--- src/rtl/bitonic_sort_seq.sv ---
// Sequential bitonic sorter: load N words, sort with one shared compare-exchange unit, drain ascending.
// Optional SORT_SWAP_COUNT_EN adds a swap_count output reporting swaps in the last batch.
module bitonic_sort_seq #(
  parameter int N = 8,
  parameter int W = 8,
  localparam int LOG2N = $clog2(N)
`ifdef SORT_SWAP_COUNT_EN
  , localparam int C = (N / 2) * LOG2N * (LOG2N + 1) / 2,
  localparam int CW = (C > 32) ? 32 : C
`endif
) (
  input  logic         clk,
  input  logic         reset,
  input  logic         in_valid,
  output logic         in_ready,
  input  logic [W-1:0] in_data,
  output logic         out_valid,
  input  logic         out_ready,
  output logic [W-1:0] out_data,
  output logic         out_last,
  output logic         busy
`ifdef SORT_SWAP_COUNT_EN
  , output logic [CW-1:0] swap_count
`endif
);

  typedef enum logic [1:0] {LOAD, SORT, DRAIN} state_t;

  localparam logic [LOG2N-1:0] IDX_MAX  = LOG2N'(N - 1);
  localparam logic [LOG2N-1:0] PAIR_MAX = LOG2N'(N / 2 - 1);
  localparam logic [LOG2N-1:0] STG_MAX  = LOG2N'(LOG2N - 1);

  state_t           state, state_nx;
  logic [W-1:0]     mem [N];
  logic [LOG2N-1:0] wr_idx, rd_idx;
  logic [LOG2N-1:0] stg, sub, pr;
  logic [LOG2N-1:0] jm, ia, la;
  logic [LOG2N:0]   kmask;
  logic [W-1:0]     wa, wb;
  logic             desc, do_swap, last_cmp;

  // stg is s-1, sub is log2(j), pr is p; i = (p/j)*2j + p%j, l = i + j.
  always_comb begin
    jm       = LOG2N'(1) << sub;
    ia       = (((pr >> sub) << sub) << 1) | (pr & (jm - 1'b1));
    la       = ia + jm;
    kmask    = (LOG2N + 1)'(2) << stg;
    desc     = |({1'b0, ia} & kmask);
    wa       = mem[ia];
    wb       = mem[la];
    do_swap  = (state == SORT) && (desc ? (wa < wb) : (wa > wb));
    last_cmp = (stg == STG_MAX) && (sub == '0) && (pr == PAIR_MAX);
  end

  always_comb begin
    state_nx  = state;
    in_ready  = 1'b0;
    out_valid = 1'b0;
    out_data  = '0;
    out_last  = 1'b0;
    busy      = 1'b1;
    unique case (state)
      LOAD: begin
        in_ready = 1'b1;
        busy     = 1'b0;
        if (in_valid && (wr_idx == IDX_MAX)) state_nx = SORT;
      end
      SORT: begin
        if (last_cmp) state_nx = DRAIN;
      end
      DRAIN: begin
        out_valid = 1'b1;
        out_data  = mem[rd_idx];
        out_last  = (rd_idx == IDX_MAX);
        if (out_ready && (rd_idx == IDX_MAX)) state_nx = LOAD;
      end
      default: state_nx = LOAD;
    endcase
  end

  always_ff @(posedge clk or posedge reset) begin
    if (reset) begin
      state  <= LOAD;
      wr_idx <= '0;
      rd_idx <= '0;
      stg    <= '0;
      sub    <= '0;
      pr     <= '0;
      mem    <= '{default: '0};
    end else begin
      state <= state_nx;
      unique case (state)
        LOAD: begin
          if (in_valid) begin
            mem[wr_idx] <= in_data;
            wr_idx      <= wr_idx + 1'b1;
            if (wr_idx == IDX_MAX) begin
              stg <= '0;
              sub <= '0;
              pr  <= '0;
            end
          end
        end
        SORT: begin
          if (do_swap) begin
            mem[ia] <= wb;
            mem[la] <= wa;
          end
          // On substage wrap, the next stage starts with j = k/2, i.e. sub = new stg.
          if (pr == PAIR_MAX) begin
            pr <= '0;
            if (sub == '0) begin
              stg <= stg + 1'b1;
              sub <= stg + 1'b1;
            end else begin
              sub <= sub - 1'b1;
            end
          end else begin
            pr <= pr + 1'b1;
          end
          if (last_cmp) rd_idx <= '0;
        end
        DRAIN: begin
          if (out_ready) rd_idx <= rd_idx + 1'b1;
        end
        default: ;
      endcase
    end
  end

`ifdef SORT_SWAP_COUNT_EN
  always_ff @(posedge clk or posedge reset) begin
    if (reset) begin
      swap_count <= '0;
    end else if ((state == LOAD) && (state_nx == SORT)) begin
      swap_count <= '0;
    end else if (do_swap) begin
      swap_count <= swap_count + 1'b1;
    end
  end
`endif

endmodule

--- config.mk ---
export PLATFORM = sky130hd
export DESIGN_NAME = bitonic_sort_seq
export DESIGN_NICKNAME = d
export VERILOG_FILES = /design/src/rtl/bitonic_sort_seq.sv
export SDC_FILE = /design/constraint.sdc
export NUM_CORES = 1
export LEC_CHECK = 0
export ABC_AREA = 1
export BUFFER_PORTS_ARGS = -buffer_cell sky130_fd_sc_hd__buf_2
export CORE_MARGIN = 10
export CORE_UTILIZATION = 50
export DETAILED_ROUTE_END_ITERATION = 16
export PLACE_DENSITY = 0.66
export SETUP_SLACK_MARGIN = 0.05
export SLEW_MARGIN = 20
export SYNTH_ARGS = -nofsm -noshare
export SYNTH_HDL_FRONTEND = slang
export SYNTH_SLANG_ARGS = --single-unit
--- constraint.sdc ---
create_clock -name clk -period 7 [get_ports clk]
set_clock_uncertainty 0.15 [all_clocks]
set_input_delay 1.4 -clock clk [delete_from_list [all_inputs] [get_ports clk]]
set_output_delay 1.4 -clock clk [all_outputs]
set_load 0.1 [all_outputs]
-- After elaboration in Yosys (flattened, before gate mapping)
Index checks and enable logic that the tools add are counted.
- register bits after elaboration: 81
- word-level logic and storage cells: 120
- add/subtract/negate cells: 7
- order comparisons: 9
- eq/ne operators: 15
- shift-type cells: 4
- multiplexer cells: 44
- bitwise operators: 7
- reduce and logical (&&, ||, !) cells: 20
- operators with widths (operator ; count):
    $bwmux 64 ; 3
    $mux 64 ; 2
    $pmux 64 s2 ; 1
    $mux 8 ; 10
    $bmux 8 s3 ; 3
    $demux 8 s3 ; 3
    $mux 3 ; 9
    $pmux 3 s2 ; 4
    $ge 4x4->1 const B ; 4
    $not 3->4 ; 4
    $ne 2x2->1 const B ; 7
    $add 3x1->3 const B ; 4
    $lt 4x1->1 const B ; 3
    $reduce_and 3->1 ; 4
    $gt 8x8->1 ; 1
    $logic_and 1x1->1 ; 8
    $lt 8x8->1 ; 1
    $eq 3x2->1 const B ; 2
    $eq 3x3->1 const B ; 2
    $mux 2 ; 3
    $pmux 2 s3 ; 1
    $sub 3x1->3 const B ; 2
    $mux 1 ; 5
    $reduce_and 5->1 ; 1
    other kinds (17) ; 19

-- Depth between registers and ports, before layout
Gate-level depths: netlist of the first run.
- depth in word-level cells: 14
- gate-level depth with buffers: 36
- depth with buffers taken out: 33

-- Worst setup path before layout of the first run
No wires, ideal clock.
- kind: register to register
- start: reg sub[0]
- end: reg mem[40] in the netlist's numbering
- library setup time: 0.122 ns
- data arrival time: 4.570 ns
- required time: 6.728 ns
- slack: 2.158 ns
- cell stages (with the launch flop): 31
- clock period less this slack: 4.842 ns
- path through: dfrtp_1 -> inv_1 -> ha_1 -> nand2_4 -> buf_2 -> ha_1 -> nor2_1 -> inv_1 -> nand2_2 -> buf_4 -> fa_1 -> inv_1 -> buf_1 -> nand3_1 -> nand2_1 -> inv_1 -> nand3_1 -> nand2_2 -> inv_1 -> ha_1 -> a21o_1 -> nor2_1 -> nand2_1 -> nand2_1 -> nand2_1 -> nand3_1 -> nand2_2 -> buf_6 -> buf_4 -> a21oi_1 -> a21oi_1
- word-level cells in the longest chain between the ends: 14
- elaborated cells on any way between the ends: 37
- ends and longest elaborated chain (what ; RTL line ; source):
    start, declared ; 36 ; logic [LOG2N-1:0] stg, sub, pr;
    start signal, assigned ; 114 ; sub <= stg + 1'b1;
    start signal, assigned ; 116 ; sub <= sub - 1'b1;
    $shl 1x3->3 ; 44 ; jm = LOG2N'(1) << sub;
    $sub 3x1->3 ; 45 ; ia = (((pr >> sub) << sub) << 1) | (pr & (jm - 1'b1));
    $and 3x3->3 ; 45 ;
    $or 3x3->3 ; 45 ;
    $add 3x3->3 ; 46 ; la = ia + jm;
    $not 3->4 (implied by the code) ; 50, 107 ;
    $bmux 8 s3 ; 50 ; wb = mem[la];
    $mux 8 (implied by the code) (2 in series) ; 50 ;
    $gt 8x8->1 / $lt 8x8->1 (equally long branches) ; 51 ; do_swap = (state == SORT) && (desc ? (wa < wb) : (wa > wb));
    $mux 1 ; 51 ;
    $logic_and 1x1->1 ; 51 ;
    $ne 2x2->1 (no source line) ; - ;
    $reduce_and 3->1 (no source line) ; - ;
    end signal, assigned by index ; 95 ; mem[wr_idx] <= in_data;
    end signal, assigned by index ; 106 ; mem[ia] <= wb;
    end signal, assigned by index ; 107 ; mem[la] <= wa;
    end, declared ; 34 ; logic [W-1:0] mem [N];
Several ways; a longest one is shown, not always the timed one. The select of a mux whose other input is x is not followed.
A chain may end at the register's enable or synchronous reset.

-- Final worst setup path of the first run
- start: reg sub[0]
- end: reg mem[24] in the netlist's numbering
The elaborated chain is that of the path after synthesis.

==> key figures, run 1 <==
Setup path
  – CP arrival: 6.07 ns
  – Setup CP Type: flop to flop
  – CP Buf/Inv Count: 8
  – Critical path launch point type: flop
  – Largest stage delay, worst path: 0.49 ns
  – Crit-path leading delay family: simple AND/OR/NAND/NOR gates
  – Slowest stage cell, crit path: fa_1
  – WP data required: 7.10 ns
  – CP endpoint kind: flop
  – Cell repeated most along the worst path: nand2_1
  – CP Max Fanout: 32

Status
  – Outcome: finished clean

Place
  – PortBufs: 23
  – Area after DPL: 8180 sq um
  – RD Place Congestion: 0.986
  – Pre-CTS setup slack: 1.11 ns
  – HPWL after detailed placement: 21,500 microns

Die
  – Initial core utilization: 50.7%
  – # rows: 46
  – I/O Pins: 24
  – CORE AREA: 15,800 sq um
  – Die Wd: 146 microns
  – Die area: 21,500 sq um
  – Die Y: 146 microns

Global route
  – First-pass GRT wire length: 47,000 microns
  – Congestion Overflow GR: 0
  – Total track usage: 27.7%
  – Largest net degree at the start of global routing: 88
  – Antenna violations before repair: 0
  – Vias in the first global route: 8,137

Logic synthesis
  – Syn Nets: 1,394
  – EDFF count, synth: 0
  – Ys flop type: dfrtp_1
  – Post-synthesis async set-or-reset flop share: 100%
  – Yosys Warn Count: 0
  – Synth Instances: 1,359
  – Post-synth cell types: 48
  – FF+latch count, synth: 81
  – Combined area of all synthesized cells: 8000 sq um
  – Register area share after synthesis: 25.3%
  – Syn_area_per_cell: 5.88 sq um

Hold path
  – Hold Path Class: flop to flop

Clock network
  – Max clock buf depth: 2
  – Root buffer cell: clkbuf_16
  – CTS tree: done
  – Cts bufs inserted: 9
  – Worst skew pair latency: 0.36 ns
  – Resized Gates After CTS: 0
  – Cts hold-fix bufs: 0
  – Sink Count: 81
  – Postcts setup bufs: 0
  – H-tree levels: 3
  – Clk slew on worst S/H paths: 0.07 ns

Finish
  – Layout cells sized above 1: 9.09%
  – Final cell area excluding filler cells: 8460 sq um
  – Diode count: 0
  – Layout Nets: 1,383
  – P&R area growth vs syn: 5.80%

Timing
  – Setup TNS: 0 ns
  – Slew HR: 37.0%
  – Hold Vio Cnt, Final: 0
  – Final setup violation count: 0
  – Pins Over Slew Limit: 0
  – Post-route setup slack: 1.02 ns
  – Fin crit share: 85.4%
  – Minimum clock period: 5.98 ns
  – Least-Margin Pin Slew: 0.941 ns
  – Unrepaired setup endpoints after global routing: no
  – Fmax: 0.167 GHz

Detailed routing
  – Remaining DRCs: 0
  – Via count: 8,947
  – Post-DRT Antenna Nets: 0
  – DRT iter0 DRCs: 1,226
  – Final wirelength: 30,000 microns
  – Via/cell ratio: 5.70
  – DR pass1 iterations: 6
  – Wirelength per Cell: 19.1 microns

Flow run
  – Max-cap violations: 0
==> state kept, by name, summed over array words and instances (netlist names) <==
name	cells
mem	64
pr	3
rd_idx	3
stg	3
sub	3
wr_idx	3
state	2
==> cell usage in the layout (no fill, tap or decap), types with 3 or more instances in the layout <==
cell type,count
nand2_1,584
inv_1,113
nand3_1,113
a21oi_1,102
nor2_1,89
o21ai_0,84
dfrtp_1,81
buf_2,23
ha_1,22
nand2_2,20
inv_2,17
buf_4,10
a31oi_1,9
clkbuf_16,9
o211ai_1,8
a21oi_4,6
nand2_4,5
nor2_4,4
nor3_1,4
nand3_4,4
nor2_2,4
nand4_1,4
clkinv_4,4
nand2_8,3
clkinv_2,3
==> final cells by class <==
type,instances,area [sq um]
Clock inverter,6,45.0
Sequential cell,81,2030
Clock buffer,10,229
Fill cell,1726,7310
Multi-Input combinational cell,1089,5190
Tap cell,216,270
Inverter,134,507
Timing Repair Buffer,33,190
==> per-layer routing <==
metal	up-vias	GRT usage (%)	part of all wire, %
li1	4304	-	-
met1	4018	36.3	41
met2	515	42.6	45
met3	110	3.99	8.8
met4	0	15.9	5.6
met5	-	0	0
==> worst reg2reg max path: cells and delay by family, from the launching register on <==
kind,cells,cell delay [ns]
flops,1,0.41
compound gates,2,0.25
fa+ha+maj,4,1.35
simple gates,16,2.13
buf+inv,8,1.58
==> kinds of logic after synthesis <==
group | after synthesis | synth area share, %
buf+inv | 189 | 9.94
xor+xnor | 2 | 0.219
compound gates | 220 | 15.5
fa+ha+maj | 23 | 3.69
other cells | 1 | 0.0469
simple gates | 843 | 45.3
flops | 81 | 25.3
==> path summary, 6_finish.rpt <==
check	end	cells past startpoint	from	slack, ns
min in group asynchronous	stg[1]	2	reset	0.93
setup reg to reg	mem[24]	30	sub[0]	1.02
max in group asynchronous	mem[33]	3	reset	4.67
hold / removal	mem[63]	2	mem[63]	0.37
hold reg to reg	mem[63]	2	mem[63]	0.37
setup / recovery	mem[24]	30	sub[0]	1.02
==> per-stage QoR <==
stage | instances | hold slack (ns) | utilization, %
finish | 1569 | 0.375 | 53.6
global route | 1569 | 0.413 | 53.6
CTS | 1569 | 0.375 | 53.6
detailed placement | 1553 | 0.359 | 51.9
global placement | 1553 | 0.358 | 51.8
floorplan | 1359 | 0.325 | -
==> synthesized netlist by cell type, types with 2 or more instances <==
library cell / n / area share (%)
buf_1: 3 / 0.14
inv_1: 114 / 5.4
nand2_8: 3 / 0.75
clkbuf_1: 26 / 1.2
o2111ai_1: 2 / 0.22
o21ai_0: 84 / 5.3
nand2_2: 21 / 1.6
nor2_4: 3 / 0.42
clkinv_1: 2 / 0.094
buf_4: 6 / 0.56
nor2_1: 90 / 4.2
ha_1: 22 / 3.4
dfrtp_1: 81 / 25
nand2_4: 4 / 0.56
o22ai_1: 2 / 0.16
nand3_1: 113 / 7.1
clkbuf_2: 2 / 0.13
nand2_1: 584 / 27
or2_1: 2 / 0.16
a21oi_1: 102 / 6.4
nand4_4: 2 / 0.53
buf_2: 13 / 0.81
a21oi_4: 6 / 1.2
nand3_4: 4 / 0.88
a31oi_1: 9 / 0.70
nor2_2: 4 / 0.31
buf_6: 4 / 0.56
nand4_1: 4 / 0.31
o211ai_1: 8 / 0.75
inv_2: 17 / 0.80
nor3_1: 5 / 0.31
Power of run 1 is not shown: default switching activity piles up to over one toggle a cycle in this logic, so the estimate is an artifact.
==> inputs of run 2 (changes only) <==
--- a/config.mk
+++ b/config.mk
@@ -9,8 +9,9 @@
 export BUFFER_PORTS_ARGS = -buffer_cell sky130_fd_sc_hd__buf_2
 export CORE_MARGIN = 10
 export CORE_UTILIZATION = 50
+export CTS_BUF_LIST = sky130_fd_sc_hd__clkbuf_4 sky130_fd_sc_hd__clkbuf_8
 export DETAILED_ROUTE_END_ITERATION = 16
-export PLACE_DENSITY = 0.66
+export PLACE_DENSITY = 0.72
 export SETUP_SLACK_MARGIN = 0.05
 export SLEW_MARGIN = 20
 export SYNTH_ARGS = -nofsm -noshare
==> run 2 against run 1 <==
Critical path depth unchanged. Sequential share of layout area increased by 0.31 points. Utilization down 0.68 points. Setup slack worse by 0.027 ns. Fmax fell by 0.45%. Global-route usage decreased by 0.69 points. Non-clock buffer count up 1. Clock-buffer cell count is 1 higher. Sequential cell count is the same. Die area is the same.
==> key figures, run 2 (same netlist as run 1, synthesis figures left out) <==
Detailed routing
  – Remaining DRCs: 0 (unchanged)
  – DRT iter0 DRCs: 1,345 (+9.7%)
  – Wirelength per Cell: 18.9 microns (-1.5%)
  – Via count: 8,997 (+0.56%)
  – Final wirelength: 29,600 microns (-1.6%)
  – DR pass1 iterations: 6 (unchanged)
  – Via/cell ratio: 5.74 (+0.62%)
  – Post-DRT Antenna Nets: 0 (unchanged)

Clock network
  – Postcts setup bufs: 0 (unchanged)
  – Worst skew pair latency: 0.39 ns (+0.03 ns)
  – Clk slew on worst S/H paths: 0.08 ns (about the same)
  – Cts bufs inserted: 9 (unchanged)
  – H-tree levels: 3 (unchanged)
  – Max clock buf depth: 2 (unchanged)
  – CTS tree: done
  – Resized Gates After CTS: 0 (unchanged)
  – Cts hold-fix bufs: 0 (unchanged)
  – Root buffer cell: clkbuf_8
  – Sink Count: 81 (unchanged)

Global route
  – Congestion Overflow GR: 0 (unchanged)
  – Largest net degree at the start of global routing: 69 (-22%)
  – First-pass GRT wire length: 45,700 microns (-2.8%)
  – Total track usage: 27.0% (-0.69 points)
  – Vias in the first global route: 8,136 (-0.012%)
  – Antenna violations before repair: 0 (unchanged)

Setup path
  – CP Max Fanout: 32 (unchanged)
  – Launching point of the worst reg2reg path: sub[0]
  – Slowest stage cell, crit path: inv_1
  – CP endpoint kind: flop
  – CP Launch Point: sub[0]
  – Largest stage delay, worst path: 0.63 ns (+0.14 ns)
  – Worst reg-to-reg path cell count: 30 (unchanged)
  – CP arrival: 6.13 ns (+0.06 ns)
  – Setup CP Type: flop to flop
  – Cell repeated most along the worst path: nand2_1
  – R2r setup slk: 1.0 ns (-0.03 ns)
  – Critical path launch point type: flop
  – WP data required: 7.13 ns (+0.03 ns)

Flow run
  – Max-cap violations: 0 (unchanged)

Hold path
  – WHS Path Cells: 2 (unchanged)
  – Hold Path Class: flop to flop
  – Hold Startpoint: mem[61]

Status
  – Outcome: finished clean

Finish
  – Most common cell after layout, fill and taps aside: nand2_1
  – Commonest cells after routing, fill and taps aside: 584 x nand2_1, 113 x inv_1, 113 x nand3_1
  – Top reg by flops: mem
  – Layout cells sized above 1: 9.02% (-0.067 points)
  – Max reg flops: 64 (unchanged)
  – Layout Nets: 1,384 (+0.072%)
  – P&R area growth vs syn: 4.46%
  – Diode count: 0 (unchanged)

Die
  – # rows: 46 (unchanged)
  – I/O Pins: 24 (unchanged)
  – Initial core utilization: 50.7% (unchanged)
  – Die Y: 146 microns (unchanged)
  – Die area: 21,500 sq um (unchanged)
  – Die Wd: 146 microns (unchanged)
  – CORE AREA: 15,800 sq um (unchanged)

Place
  – HPWL after detailed placement: 21,300 microns (-0.95%)
  – PortBufs: 23 (unchanged)
  – RD Place Congestion: 0.988 (+0.23%)

Timing
  – Fmax: 0.167 GHz (-0.45%)
  – Fin crit share: 85.8% (+0.39 points)
  – Hold Vio Cnt, Final: 0 (unchanged)
  – Final setup violation count: 0 (unchanged)
  – Setup TNS: 0 ns (unchanged)
  – Minimum clock period: 6.00 ns (+0.0271 ns)
  – Pins Over Slew Limit: 0 (unchanged)
  – Slew HR: 33.6% (-3.4 points)
  – Least-Margin Pin Slew: 0.992 ns (+0.0507 ns)
  – Unrepaired setup endpoints after global routing: no
-- run 2: critical path, delay by kind of cell (launching register included) --
family	cells	cell delay, ns
AO/OA/AOI/OAI	1	0.07
adder cells (fa/ha/maj)	4	1.35
buffers and inverters	7	1.72
flip-flops	1	0.41
AND/OR/NAND/NOR	18	2.17
-- run 2: final cells by class --
type	instances	area, sq um
repair buffers	34	198
fillers	1734	7420
multi-input cells	1089	5190
flip-flops and latches	81	2030
clock inverters	3	18.8
inverters	134	507
well taps	216	270
clock buffers	11	145
-- run 2: path summary, 6_finish.rpt --
kind / to
worst max-delay path: mem[58]
max in group asynchronous: mem[35]
worst min register to register: mem[61]
worst max register to register: mem[58]
min in group asynchronous: stg[0]
worst min-delay path: mem[61]
-- run 2: per-stage QoR --
step                cell area, sq um  util [%]  cells  worst slack [ns]  hold slack, ns
floorplan                       8000         -   1359              2.16           0.325
global placement                8180      51.9   1554              1.29           0.356
detailed placement              8180      51.9   1554              1.15           0.362
CTS                             8350      52.9   1568              1.15           0.383
global route                    8350      53.0   1568             0.455           0.414
finish                          8350      53.0   1568             0.995           0.382
-- run 2: layer usage --
layer  track usage (%)  vias up  routed length, microns
met5                 0        -                       0
met4              14.6        0                    1550
met3              5.25       98                    2750
met2              41.8      464                   13400
met1              34.6     4145                   11900
li1                  -     4290                       -
Power of run 2 is left out for the same reason.
